**src/rtl/toggle_cover_detect.sv**
```systemverilog
`default_nettype none
// ============================================================================
// toggle_cover_detect : per-bit rise/fall history, one-cycle valid pulse on
// each bit's first full toggle, plus a running count of covered bits.
// Revision: 1.0
// ============================================================================
module toggle_cover_detect #(
    parameter int WIDTH = 28,
    parameter int CNT_W = 5
) (
    input  logic             clock,
    input  logic             reset,
    input  logic             enable,
    input  logic             clear,
    input  logic [WIDTH-1:0] sig,
    output logic [WIDTH-1:0] valid,
    output logic [CNT_W-1:0] covered_cnt,
    output logic             all_covered
);

    logic [WIDTH-1:0] prev_q;
    logic             armed_q;
    logic [WIDTH-1:0] seen_rise_q;
    logic [WIDTH-1:0] seen_fall_q;
    logic [WIDTH-1:0] valid_q;
    logic [CNT_W-1:0] covered_cnt_q;
    logic             all_covered_q;

    logic [WIDTH-1:0] w_rise;
    logic [WIDTH-1:0] w_fall;
    logic [WIDTH-1:0] seen_rise_d;
    logic [WIDTH-1:0] seen_fall_d;
    logic [WIDTH-1:0] w_new_done;
    logic [CNT_W-1:0] w_add;
    logic [CNT_W-1:0] covered_cnt_d;
    logic             all_covered_d;

    always_comb begin
        w_rise      = {WIDTH{armed_q & enable}} & ~prev_q & sig;
        w_fall      = {WIDTH{armed_q & enable}} & prev_q & ~sig;
        seen_rise_d = seen_rise_q | w_rise;
        seen_fall_d = seen_fall_q | w_fall;
        // Only bits crossing from not-done to done this edge produce a pulse.
        w_new_done  = (seen_rise_d & seen_fall_d) & ~(seen_rise_q & seen_fall_q);
        w_add       = '0;
        for (int i = 0; i < WIDTH; i++) begin
            w_add = w_add + CNT_W'(w_new_done[i]);
        end
        covered_cnt_d = covered_cnt_q + w_add;
        all_covered_d = (covered_cnt_d == CNT_W'(WIDTH));
    end

    always_ff @(posedge clock) begin
        if (!reset) begin
            prev_q        <= '0;
            armed_q       <= 1'b0;
            seen_rise_q   <= '0;
            seen_fall_q   <= '0;
            valid_q       <= '0;
            covered_cnt_q <= '0;
            all_covered_q <= 1'b0;
        end else if (clear) begin
            // Reload prev so the next sample compares against a fresh baseline.
            prev_q        <= sig;
            armed_q       <= 1'b0;
            seen_rise_q   <= '0;
            seen_fall_q   <= '0;
            valid_q       <= '0;
            covered_cnt_q <= '0;
            all_covered_q <= 1'b0;
        end else begin
            prev_q        <= sig;
            armed_q       <= 1'b1;
            seen_rise_q   <= seen_rise_d;
            seen_fall_q   <= seen_fall_d;
            valid_q       <= w_new_done;
            covered_cnt_q <= covered_cnt_d;
            all_covered_q <= all_covered_d;
        end
    end

    assign valid       = valid_q;
    assign covered_cnt = covered_cnt_q;
    assign all_covered = all_covered_q;

endmodule
`default_nettype wire

```
**config.mk**
```make
export PLATFORM = sky130hd
export DESIGN_NAME = toggle_cover_detect
export DESIGN_NICKNAME = d
export VERILOG_FILES = /design/src/rtl/toggle_cover_detect.sv
export SDC_FILE = /design/constraint.sdc
export NUM_CORES = 1
export LEC_CHECK = 0
export CORE_AREA = 3 3 77 133
export CTS_BUF_LIST = sky130_fd_sc_hd__clkbuf_8
export DETAILED_ROUTE_END_ITERATION = 10
export DIE_AREA = 0 0 80 136
export PLACE_DENSITY = 0.76
export SKIP_CTS_REPAIR_TIMING = 1
export SLEW_MARGIN = 20
export SYNTH_ARGS = -nofsm -noshare
export SYNTH_HDL_FRONTEND = slang
export SYNTH_SLANG_ARGS = --single-unit
```
**constraint.sdc**
```tcl
create_clock -name clock -period 8.48 [get_ports clock]
set_input_delay 1.272 -clock clock [delete_from_list [all_inputs] [get_ports clock]]
set_output_delay 1.272 -clock clock [all_outputs]
set_load 0.01 [all_outputs]
```
# After elaboration in Yosys (flattened, before gate mapping)
# Cells that the tools add are included.
[totals]
regBits = 119
in_bits = 32
output_inout_bits = 34
wordCells = 52
[op_classes]
add_sub_neg = 28
eq_ne = 1
mux = 1
n_bitwise = 14
reduce_logical = 1
[op_table]
columns = ["cell", "n"]
rows = [
  ["bitwise AND 28 bit", 7],
  ["adder 5 x 1 -> 5 bit", 23],
  ["inverter 28 bit", 3],
  ["bitwise OR 28 bit", 2],
  ["adder 4 x 1 -> 5 bit", 1],
  ["adder 5 bit", 1],
  ["equality test 5 bit (second input constant)", 1],
  ["adder 3 x 1 -> 4 bit", 1],
  ["adder 2 x 1 -> 3 bit", 1],
  ["adder 1 x 1 -> 2 bit", 1],
  ["OR reduction 2 bit", 1],
  ["bitwise AND 1 bit", 1],
  ["2-to-1 mux 1 bit", 1],
  ["inverter 1 bit", 1],
]

# Longest topological paths before layout
# Gate-level depths: netlist of the first run.
[depth]
word_depth = 35
ltp_mapped = 19

# Worst setup path after synthesis of the first run
# No wires, ideal clock.
[synth_timing]
path_kind = "input to register"
from = "input enable"
to = "register all_covered_q (netlist: all_covered)"
setup_ns = 0.122
arrival_time_ns = 6.152
required_time_ns = 8.358
setup_slack_ns = 2.206
cell_stages = 18
path_buffers = 3
cell_sequence = "and2_4 buf_6 buf_6 buf_2 o21ai_0 fa_1 fa_1 fa_1 fa_1 fa_1 fa_1 inv_1 fa_1 fa_1 a21o_1 a21oi_1 xnor2_1 nor3_1"
[synth_between]
elab_chain_len = 35
word_cells_on_any_way = 38
classes_between = "28 x add/sub; 1 x eq/ne; 9 x bitwise"
[synth_lines]
columns = ["item", "line", "rtl"]
rows = [
  ["start, declared", "13", "input logic enable,"],
  ["bitwise AND 1 bit (*)", "39, 40", ""],
  ["bitwise AND 28 bit (on tied branches) (2 in series)", "39, 40", ""],
  ["bitwise OR 28 bit (on tied branches)", "41, 42", ""],
  ["bitwise AND 28 bit (*) (2 in series)", "44", "w_new_done = (seen_rise_d & seen_fall_d) & ~(seen_rise_q & seen_fall_q);"],
  ["adder 1 x 1 -> 2 bit", "47", "w_add = w_add + CNT_W'(w_new_done[i]);"],
  ["adder 2 x 1 -> 3 bit", "47", ""],
  ["adder 3 x 1 -> 4 bit", "47", ""],
  ["adder 4 x 1 -> 5 bit", "47", ""],
  ["adder 5 x 1 -> 5 bit (22 in series)", "47", ""],
  ["adder 5 x 1 -> 5 bit (*)", "47", ""],
  ["adder 5 bit (*)", "49", "covered_cnt_d = covered_cnt_q + w_add;"],
  ["equality test 5 bit (*)", "50", "all_covered_d = (covered_cnt_d == CNT_W'(WIDTH));"],
  ["end signal, assigned", "78", "all_covered_q <= all_covered_d;"],
  ["end, declared", "27", "logic all_covered_q;"],
]
# Mark *: on every way between the ends. The rest lies on a longest branch, timed or not.
# A chain may end at the register's enable or synchronous reset.

# Final worst setup path of the first run
# Same ends and word-level chain as after synthesis.

==> impl_metrics.toml, run 1 <==
[status]
status = "complete, no violations"

[finish]
multi_input_area_um2 = 2250
regArea_um2 = 2380
num_antenna_cells = 0
drive_above_1_share_pct = 5.12
nFillCells = 769
finalNetCount = 677
final_cell_area_um2 = 6050
area_delta_synth_final_pct = 20.4

[clock_network]
clock_latency_ns = 0.43
cts_tree = "yes"
cts_made_buffers = 17
cts_buffer_depth = 2
cts-htree-levels = 4
clock-sinks = 119
root_buffer = "clkbuf_8"
cts.clk_slew.worst_paths_ns = 0.06

[timing]
fin_crit_ns = 6.61
tightestPinTransition_ns = 0.672
finalSetupViolations = 0
hold_viol = 0
max_freq_ghz = 0.151
slew_headroom_pct = 55.2
whs_ns = 0.469
maxSlewViolCount = 0
finalCritPeriodShare_pct = 77.9
clock_skew_ns = 0.00854
tns_ns = 0
rsz0062_at_grt = "no"

[routing]
drt-wirelength-per-cell_um = 14.6
finalWirelength_mm = 10.9
drt-initial-drc-count = 166
antenna_violating_nets_post_route = 0
vias = 3985
viasPerCell = 5.35
drtPass1Iterations = 5
remaining_drc_errors = 0

[power_and_ir_drop]
p_comb_share_pct = 5.3
switchingPower_uw = 240
p_per_area_nw_per_um2 = 173
power.leakage_nw = 2.32
clockPowerShare_pct = 39.6
seqPwrFrac_pct = 55.0
irDropWorstVdd_mv = 0.107
switching_share_pct = 22.9
p_int_uw = 807

[yosys]
synth_edf_count = 0
synth.top_cells.by_count = "nor2_1 (123), dfxtp_1 (119), inv_1 (72), a31oi_1 (56), nor4b_1 (49)"
syn_inst = 547
synth_area_um2 = 5020
synth_cell_type_count = 22
synth_area_per_cell_um2 = 9.18
ys_warn_count = 0
syn_nets = 611
yosysMostFrequentCell = "nor2_1"
synth_top_area_share_pct = 47.4
ys_ff_latch = 119
yosysSeqAreaShare_pct = 47.4
async_flop_share_pct = 0
synth.top_cells.by_area = "dfxtp_1 (47%), nor2_1 (9.2%), fa_1 (8.8%)"
synth_flop_cell = "dfxtp_1"
yosysTopAreaCell = "dfxtp_1"

[critical_path]
reg2reg_depth = 16
cp-start-kind = "input port"
regToRegSetupSlack_ns = 2.90
crit_arrival_ns = 6.95
crit_fanout = 41
rr_startpoint = "prev_q[4]"
end_kind = "flop"
reg2reg_to = "all_covered"
crit_type = "input port to flop"
worstPathRequired_ns = 8.82

[floorplanning]
rows = 46
dieArea_um2 = 10900
num_io_pins = 66
die_x_um = 80
die_height_um = 136
coreArea_um2 = 9210
start_util_pct = 54.6

[place]
place_area_um2 = 5730
hpwlAfterDp_mm = 7.62
gp_congestion = 0.776
portBuffers = 65

[global_route]
antenna_found_initial = 0
grt_use_total_pct = 21.5
grt_pass1_wl_mm = 18.2
gr-total-overflow = 0
grt_max_degree = 61
grt_pass1_vias = 4103

[min_path]
min_from = "seen_fall_q[24]"
hold_end = "seen_fall_q[24]"
min_path_type = "flop to flop"
whs_path_depth = 2

[run]
maxCapViolCount = 0
layout make-up:
| type | instances | share of cell area (%) |
|---|---|---|
| multi-input combinational | 334 | 37.2 |
| sequential | 119 | 39.4 |
| timing repair buffer | 68 | 11.0 |
| clock buffer | 20 | 4.55 |
| clock inverter | 11 | 0.765 |
| inverter | 73 | 4.53 |
| tap | 120 | 2.48 |
cell families (layout without fill, tap and decap cells):
| group | Yosys count | in the layout | share of synthesized area (%) |
|---|---|---|---|
| adders and majority gates | 32 | 32 | 11.3 |
| and+or+nand+nor | 208 | 208 | 22.2 |
| DFF | 119 | 119 | 47.4 |
| xor gates and xnor gates | 6 | 6 | 1.05 |
| buffers and inverters | 94 | 172 | 7.77 |
| AOI/OAI and AO/OA | 88 | 88 | 10.3 |
layer usage:
layer	vias up	GRT usage [%]	share of wire (%)
li1	1961	-	-
met4	0	9.30	2.1
met1	1920	23.5	40
met5	-	0	0
met2	85	38.4	55
met3	19	5.50	3.5
how the worst max path moves through the flow:
stage               startpoint        endpoint  slack (ns)  cells past startpoint
floorplan               enable     all_covered        2.21                     18
global placement        enable  covered_cnt[4]        1.51                     16
detailed placement     sig[20]     all_covered        1.45                     17
CTS                    sig[20]     all_covered        1.85                     17
global route           sig[20]     all_covered        1.45                     17
finish                  enable     all_covered        1.87                     16
worst max-delay path, stage by stage:
cell             delay (ns)
clkdlybuf4s50_1        0.51
and2_4                 0.42
o21ai_0                0.21
fa_1                   0.62
fa_1                   0.45
fa_1                   0.49
fa_1                   0.52
fa_1                   0.43
fa_1                   0.49
inv_1                  0.05
fa_1                   0.39
fa_1                   0.42
a21o_1                 0.19
a21oi_1                0.17
xnor2_1                0.12
nor3_1                 0.19
registers in the layout, summed over array words and instances (netlist names):
signal	count
seen_rise_q	28
valid	28
covered_cnt	5
all_covered	1
armed_q	1
seen_fall_q	28
prev_q	28
per-stage QoR:
stage / util [%] / total power [mW] / setup WS (ns) / std cells
6_report: 65.7 / 1.05 / 1.87 / 745
3_5_place_dp: 62.3 / 0.644 / 1.45 / 714
5_1_grt: 65.7 / 1.09 / 1.45 / 745
3_3_place_gp: 62.3 / 0.641 / 1.51 / 714
4_1_cts: 65.7 / 1.06 / 1.85 / 745
2_1_floorplan: - / 0.617 / 2.21 / 547
cell usage in the layout (no fill, tap or decap), types with 2 or more instances in the layout:
cell               n
a21o_1             2
a21oi_1            9
a31oi_1           56
and2_1            30
buf_4              3
clkbuf_8          20
clkdlybuf4s50_1   64
clkinv_2           4
dfxtp_1          119
fa_1              22
ha_1              10
inv_1             79
nand2_1            2
nor2_1           123
nor4b_1           49
o21ai_0           21
xnor2_1            5
power by group through the flow:
stage | Sequential (mW) | Clock (mW) | Combinational [mW]
after detailed placement | 0.588 | 0 | 0.0560
after global placement | 0.587 | 0 | 0.0536
after global routing | 0.577 | 0.449 | 0.0622
after CTS | 0.576 | 0.426 | 0.0564
after floorplan | 0.586 | 0 | 0.0306
final | 0.576 | 0.415 | 0.0560
No activity file was read; power rests on OpenSTA's default activity.
==> run 2, diff against run 1 <==
--- a/config.mk
+++ b/config.mk
@@ -5,11 +5,11 @@
 export SDC_FILE = /design/constraint.sdc
 export NUM_CORES = 1
 export LEC_CHECK = 0
-export CORE_AREA = 3 3 77 133
+export CORE_AREA = 3 3 80 138
 export CTS_BUF_LIST = sky130_fd_sc_hd__clkbuf_8
 export DETAILED_ROUTE_END_ITERATION = 10
-export DIE_AREA = 0 0 80 136
-export PLACE_DENSITY = 0.76
+export DIE_AREA = 0 0 83 141
+export PLACE_DENSITY = 0.74
 export SKIP_CTS_REPAIR_TIMING = 1
 export SLEW_MARGIN = 20
 export SYNTH_ARGS = -nofsm -noshare
==> constraint.sdc (replaced) <==
create_clock -name clock -period 6 [get_ports clock]
set_input_delay 0.9 -clock clock [delete_from_list [all_inputs] [get_ports clock]]
set_output_delay 0.9 -clock clock [all_outputs]
set_load 0.01 [all_outputs]
==> impl_metrics.toml, run 2 (same netlist as run 1, synthesis figures left out) <==
[floorplanning]
dieArea_um2 = 11700
coreArea_um2 = 9970
num_io_pins = 66
start_util_pct = 50.4
rows = 48
die_height_um = 141
die_x_um = 83

[clock_network]
clock_latency_ns = 0.41
cts-htree-levels = 4
root_buffer = "clkbuf_8"
cts.clk_slew.worst_paths_ns = 0.07
cts_made_buffers = 17
cts_buffer_depth = 2
clock-sinks = 119
cts_tree = "yes"

[place]
portBuffers = 65
hpwlAfterDp_mm = 8.38
dp_cells = 764
gp_congestion = 0.848

[global_route]
grt_pass1_vias = 4517
grt_pass1_wl_mm = 19.6
gr-total-overflow = 0
antenna_found_initial = 0
grt_use_total_pct = 20.8
grt_max_degree = 61

[critical_path]
regToRegSetupSlack_ns = 0.56
rr_startpoint = "prev_q[18]"
crit_type = "input port to flop"
reg2reg_depth = 16
crit_fanout = 4
crit_start = "sig[2]"
reg2reg_to = "covered_cnt[4]"
end_kind = "flop"
worstPathRequired_ns = 6.27
crit_arrival_ns = 6.13
cp-start-kind = "input port"

[routing]
finalWirelength_mm = 12.4
drtPass1Iterations = 4
drt-initial-drc-count = 199
remaining_drc_errors = 0
vias = 4279
viasPerCell = 5.35
drt-wirelength-per-cell_um = 15.5
antenna_violating_nets_post_route = 0

[min_path]
min_from = "seen_fall_q[24]"
hold_end = "seen_fall_q[24]"
min_path_type = "flop to flop"
whs_path_depth = 2

[finish]
finalNetCount = 728
final_cell_mix = "nor2_1 (121), dfxtp_1 (119), inv_1 (72), a31oi_1 (54), buf_4 (54)"
area_delta_synth_final_pct = 35.0
fin_cells = 800
num_antenna_cells = 0
final_common_cell = "nor2_1"
nFillCells = 816
drive_above_1_share_pct = 18.7
final_core_util_pct = 68.0

[power_and_ir_drop]
p_per_area_nw_per_um2 = 234
irDropWorstVdd_mv = 0.194
power.leakage_nw = 2.69
finalPower_mw = 1.59

[timing]
tns_ns = 0
finalCritPeriodShare_pct = 97.7
finalSetupViolations = 0
whs_ns = 0.468
hold_viol = 0
slew_headroom_pct = 54.8
maxSlewViolCount = 0
fin_crit_ns = 5.86
tightestPinTransition_ns = 0.678
max_freq_ghz = 0.171
clock_skew_ns = 0.00984

[status]
status = "complete, no violations"

[run]
maxCapViolCount = 0
run 2: changes by cell type in the layout (fill, tap and decap cells not counted), sizes merged:
cell           before  now
buf                 4   55
clkdlybuf4s50      64   53
dlymetal6s2s        0   11
inv                80   73
clkinvlp            0    3
clkbuf             20   22
bufinv              0    1
run 2: worst max-delay path by stage:
stage          slack, ns              to
3_3_place_gp       -0.55  covered_cnt[4]
4_1_cts            -0.21  covered_cnt[4]
2_1_floorplan        0.1     all_covered
5_1_grt            -0.05  covered_cnt[4]
6_report            0.14  covered_cnt[4]
3_5_place_dp       -0.64  covered_cnt[4]
run 2: critical path: stages:
cell             delay (ns)
clkdlybuf4s50_1        0.47
nor4b_2                0.19
a31oi_1                0.19
nor2_1                 0.08
fa_1                   0.50
inv_1                  0.06
fa_1                   0.54
fa_1                   0.45
fa_1                   0.54
fa_1                   0.43
fa_1                   0.49
inv_1                  0.05
fa_2                   0.35
fa_2                   0.36
a21o_1                 0.19
a21oi_2                0.15
xnor2_2                0.13
nor2_1                 0.06
run 2: metrics by stage:
stage	instance area (um^2)	setup WS [ns]
2_1_floorplan	5020	0.0981
3_3_place_gp	6080	-0.545
3_5_place_dp	6080	-0.642
4_1_cts	6450	-0.211
5_1_grt	6780	-0.0522
6_report	6780	0.135
run 2: per-layer routing:
| metal | share of wire [%] | wire length (um) | vias up | global-route usage, % |
|---|---|---|---|---|
| met5 | 0 | 0 | - | 0 |
| met4 | 2.6 | 322 | 0 | 11.0 |
| met3 | 2.7 | 338 | 23 | 4.91 |
| met2 | 56 | 6920 | 96 | 39.2 |
| met1 | 39 | 4790 | 2094 | 20.7 |
| li1 | - | - | 2066 | - |
run 2: where the power goes:
| part | switching [mW] | internal [mW] | leakage, nW | total (mW) |
|---|---|---|---|---|
| Clock | 0.300 | 0.375 | 0.188 | 0.675 |
| Combinational | 0.0525 | 0.0452 | 1.53 | 0.0976 |
| Sequential | 0.0125 | 0.804 | 0.967 | 0.816 |
| Total | 0.365 | 1.22 | 2.69 | 1.59 |
run 2: final cells by class:
cell class                 count  area, um^2  area share (%)
clock buffer                  22         303            4.46
clock inverter                 8        72.6            1.07
inverter                      73         274            4.04
multi-input combinational    334        2510            37.1
sequential                   119        2380            35.1
tap                          125         156            2.31
timing repair buffer         119        1080            15.9
